==> src/rtl/vmem_arbiter.sv <==
// rtl/vmem_arbiter.sv - round-robin arbiter sharing one synchronous 32-bit RAM between display and CPU
module vmem_arbiter #(
  parameter int ADDR_W = 17
) (
  input  logic              clk,
  input  logic              rst,
  input  logic              d_valid,
  output logic              d_ready,
  input  logic [ADDR_W-1:0] d_addr,
  output logic [31:0]       d_rdata,
  input  logic              c_valid,
  output logic              c_ready,
  input  logic [ADDR_W-1:0] c_addr,
  input  logic [3:0]        c_wstrb,
  input  logic [31:0]       c_wdata,
  output logic [31:0]       c_rdata,
  output logic              mem_en,
  output logic [3:0]        mem_we,
  output logic [ADDR_W-3:0] mem_addr,
  output logic [31:0]       mem_wdata,
  input  logic [31:0]       mem_rdata
);

  typedef enum logic {IDLE, BUSY} state_t;

  state_t     state;
  logic       owner;
  logic       last;
  logic [1:0] shift;
  logic       pick_c;
  logic       pick_d;
  logic       win;
  logic       unused_c_lo;

  // CPU lane offset never matters: CPU sees whole words.
  assign unused_c_lo = ^c_addr[1:0];

  // On a tie the requester that did not hold the last grant wins.
  always_comb begin
    pick_c = c_valid && (!d_valid || !last);
    pick_d = d_valid && !pick_c;
    win    = (state == IDLE) && !rst && (pick_c || pick_d);
  end

  // Gating with rst keeps the RAM and the requesters quiet while reset is held.
  assign mem_en    = win;
  assign mem_we    = (win && pick_c) ? c_wstrb : 4'b0000;
  assign mem_addr  = pick_c ? c_addr[ADDR_W-1:2] : d_addr[ADDR_W-1:2];
  assign mem_wdata = c_wdata;

  assign d_ready = (state == BUSY) && !owner && !rst;
  assign c_ready = (state == BUSY) &&  owner && !rst;
  assign d_rdata = mem_rdata >> {shift, 3'b000};
  assign c_rdata = mem_rdata;

  always_ff @(posedge clk) begin
    if (rst) begin
      state <= IDLE;
      owner <= 1'b0;
      last  <= 1'b1;
      shift <= 2'b00;
    end else begin
      case (state)
        IDLE: begin
          if (pick_c || pick_d) begin
            owner <= pick_c;
            last  <= pick_c;
            shift <= d_addr[1:0];
            state <= BUSY;
          end
        end
        default: state <= IDLE;
      endcase
    end
  end

endmodule
==> config.mk <==
export PLATFORM = sky130hd
export DESIGN_NAME = vmem_arbiter
export DESIGN_NICKNAME = d
export VERILOG_FILES = /design/src/rtl/vmem_arbiter.sv
export SDC_FILE = /design/constraint.sdc
export NUM_CORES = 1
export LEC_CHECK = 0
export BUFFER_PORTS_ARGS = -buffer_cell sky130_fd_sc_hd__buf_2
export CAP_MARGIN = 0
export CORE_AREA = 2 2 87 89
export CTS_CLUSTER_DIAMETER = 50
export DETAILED_ROUTE_END_ITERATION = 10
export DIE_AREA = 0 0 89 91
export HOLD_SLACK_MARGIN = 0.03
export SLEW_MARGIN = 20
export SYNTH_ARGS = -nofsm -noshare
export SYNTH_HDL_FRONTEND = slang
export SYNTH_SLANG_ARGS = --single-unit
==> constraint.sdc <==
create_clock -name clk -period 1.4 [get_ports clk]
set_clock_uncertainty 0.2 [all_clocks]
set_input_delay 0.28 -clock clk [delete_from_list [all_inputs] [get_ports clk]]
set_output_delay 0.28 -clock clk [all_outputs]
set_load 0.1 [all_outputs]
* Word-level counts from Yosys, hierarchy flattened *
Cells that the tools add are included.
W data, S select, Z words.

word-level totals
  register bits = 5
  bits in latches = 0
  memory bits (writable) = 0
  bits in read-only memories = 0
  input port bits = 106
  output and inout bits = 118
  word-level logic and storage cells = 27
  memories kept = 0

cells by class
  add/subtract/negate cells = 0
  $mul = 0
  div/mod/pow operators = 0
  order comparisons = 0
  eq/ne operators = 0
  shift-type cells = 1
  multiplexer cells = 3
  bitwise gates (word level) = 1
  reductions and logical operators = 18

operators by type and width
  cell                 number
  $shr A32 B5 Y32      1
  $mux W15             1
  $logic_and A1 B1 Y1  9
  $logic_not A1 Y1     5
  $mux W4              1
  $logic_or A1 B1 Y1   2
  $reduce_and A2 Y1    1
  $reduce_or A2 Y1     1
  $mux W1              1
  $not A1 Y1           1

* Depth between registers and ports, before layout *
  depth after elaboration = 9
  depth in mapped cells = 5

* Worst setup path after synthesis *
No wires, ideal clock.

  path kind = flip-flop to output port
  start point = register shift[1]
  end point = output port d_rdata[10]
  data arrival time = 2841 ps
  path slack = -1921 ps
  stages on the path, launching flop included = 5
  buffers on the path = 2
  cell sequence = dfxtp_1 clkbuf_2 buf_4 mux2i_1 o21ai_0

between the ends
  word-level cells in the longest chain between the ends = 1

ends and longest elaborated chain
  item                    line  source
  start, declared         29    logic [1:0] shift;
  start signal, assigned  68    shift <= d_addr[1:0];
  $shr A32 B5 Y32         53    assign d_rdata = mem_rdata >> {shift, 3'b000};
  end, declared           10    output logic [31:0] d_rdata,

Every way passes these cells.

* Final worst setup path *
  start point = register shift[1]
  end point = output port d_rdata[5]

Same word-level chain as after synthesis.

==> results_dict.tcl <==
set metrics [dict create \
    worstReg2RegStart "state" \
    clkSinkCount 5 \
    instances_no_fill 463 \
    drc 0 \
    path_common_cell "buf_12" \
    synth-edff-count 0 \
    cts_max_level 1 \
    drt_iter0_markers 15 \
    worstSetupEndpoint "d_rdata[5]" \
    finalSetupViolations 54 \
    dr_wl_met2_mm 3.88 \
    yosysSeqAreaShare_pct 6.75 \
    p_per_area_mw_per_mm2 876 \
    wirelength_mm 6.73 \
    syn_area_mm2 0.00148 \
    cts_buffers 3 \
    post_drt_wl_per_cell_um 14.5 \
    outcome "finished with violations" \
    core_mm2 0.00714 \
    finalCritPeriodShare_pct 135 \
    num_io_pins 224 \
    cp.buffers_inverters 3 \
    cts_tree "yes" \
    crit_path_top_delay_cell "dfxtp_4" \
    grt_pass1_wl_mm 10.5 \
    die_area_mm2 0.00810 \
    vias 1947 \
    hold_path.class "in2reg" \
    dr_wl_met3_um 594 \
    rows 31 \
    ys_ff_latch 5 \
    hold_viol 0 \
    start_util_pct 20.8 \
    dr.pass1.iters 3 \
    critPathLaunchType "register" \
    wl_met1_mm 2.16 \
    nets 471 \
    synth_cells 191 \
    grt_max_degree 16 \
    fmax_ghz 0.527 \
    slew_headroom_pct 82.7 \
    end_kind "output port" \
    crit_arrival_ns 1.42 \
    clockBufferDepth 2 \
    dpl-instance-area_mm2 0.00404 \
    maxCapViolations 0 \
    fin_ws_ns -0.496 \
    grt_overflow 0 \
    worst_pin_slew_ns 0.254 \
    post-dp-hpwl_mm 5.47 \
    antenna_cells 0 \
    mostFrequentLayoutCell "buf_12" \
    clk_pin_slew_worst_paths_ns 0.03 \
    synth_ff_type "dfxtp_1" \
    fill_cells 543 \
    fin_util_pct 63.7 \
    drv_slew 0 \
    rrSetupSlack_ns 0.07 \
    rsz0062_at_grt "yes" \
    die_w_um 89 \
    cp_top_family "buffers and inverters" \
    grt_pass1_vias 2103 \
    globalplace.congestion 0.800 \
    grt_use_total_pct 16.2 \
    ant_nets 0 \
    io_buffers 157 \
    whs_ns 0.102 \
    place_ws_ns -0.368 \
    hold_start "d_addr[0]" \
    path_depth 6 \
    peakVddDrop_v 0.000399 \
    required_ns 0.92 \
    areaGrowthSynthToFinish_pct 207 \
    ys_warn_count 0 \
    final_cell_mix "buf_12, buf_2, buf_4, mux2_4" \
    startpoint "shift[1]" \
    top_layer "met4" \
    violations "negative setup slack" \
    slowest_delay_ns 0.40 \
    cp_max_fo 8 \
    ys_types 27 \
    antenna_found_initial 0 \
    crit_chain "buf_12 -> nor2b_1 -> a211oi_2 -> buf_4 -> a21oi_4 -> buf_12" \
    die_h_um 91 \
    r2r_end "shift[1]" \
    cts_root_buf "clkbuf_8" \
    avgSynthCellArea_um2 7.76 \
    drive_above_1_share_pct 93.4 \
    synth_nets 297 \
    dp_cells 443 \
    final_area_mm2 0.00455 \
    path_class "reg2out" \
    layout_min_cycle_time_ns 1.90 \
    leakagePower_nw 2.08 \
    async_flop_share_pct 0 \
    worstRegToRegCells 5 \
    routed_via_density 4.21 \
    clkLatencyLatePin_ns 0.22 \
]
stage by stage:
stage,power (mW),setup TNS [ns]
final,3.98,-22.47
after global routing,4.11,-25.03
after CTS,3.97,-22.96
after detailed placement,3.51,-14.85
after global placement,3.47,-13.49
after floorplan,2.71,-16.12
where the power goes:
group | total (mW) | internal [mW] | leakage (nW) | switching [mW]
registers | 0.185 | 0.155 | 0.0431 | 0.0304
logic | 3.53 | 1.41 | 2.01 | 2.12
clock network | 0.265 | 0.195 | 0.0228 | 0.0693
total | 3.98 | 1.76 | 2.08 | 2.22
cells by family (layout without fill, tap and decap cells):
kind of cell	Yosys count	after routing	synth area share, %
buf+inv	76	249	38.1
simple gates	48	48	16.5
mux	33	33	26.1
compound gates	29	29	12.5
flops	5	5	6.75
metal layers:
metal | vias up | global-route usage (%)
met1 | 909 | 16.3
met5 | - | 0
met3 | 6 | 2.64
met4 | 0 | 3.61
li1 | 934 | -
met2 | 98 | 33.3
synthesized netlist by cell type (2+ instances only):
cell type	number	share of area (%)
mux2_4	10	10
mux2_2	5	3.8
a21oi_1	9	3.0
nor2b_1	9	3.8
and2_1	12	5.1
buf_6	2	1.5
mux2i_1	18	12
clkbuf_2	2	0.68
nand2_1	9	2.3
a211oi_1	8	4.1
nor2_1	14	3.5
dfxtp_1	5	6.8
clkbuf_1	2	0.51
buf_4	65	33
o21ai_0	8	2.7
buf_2	2	0.68
registers in the layout, indices dropped and copies added, names as in the netlist:
name and count:
last 1, owner 1, state 1, shift 2
how the worst min path moves through the flow:
stage / end / cells past startpoint
2_1_floorplan: state / 1
3_3_place_gp: last / 1
3_5_place_dp: last / 1
4_1_cts: shift[0] / 3
5_1_grt: shift[0] / 3
6_report: shift[0] / 3
area by class of cell:
| type | count | area (µm²) | area share (%) |
|---|---|---|---|
| inverter | 2 | 7.51 | 0.165 |
| tap | 99 | 124 | 2.72 |
| sequential | 5 | 113 | 2.48 |
| multi-input combinational | 110 | 1390 | 30.5 |
| clock buffer | 4 | 45.0 | 0.990 |
| timing repair buffer | 243 | 2870 | 63.1 |
worst reg2reg max path, stage by stage, from the launching register on:
cell and delay (ns):
dfxtp_4 0.35, o21bai_4 0.18, buf_4 0.14, buf_4 0.14, mux2i_1 0.14, nor2_1 0.06
repair_timing:
item                       in CTS  in global routing
gates cloned                    2                  0
hold endpoints to repair        0                  0
setup endpoints to repair      54                 54
resized for setup              58                 15
pin swaps                      22                  6
hold buffers                    0                  0
buffers inserted               10                  4
No activity file was read; power rests on OpenSTA's default activity.
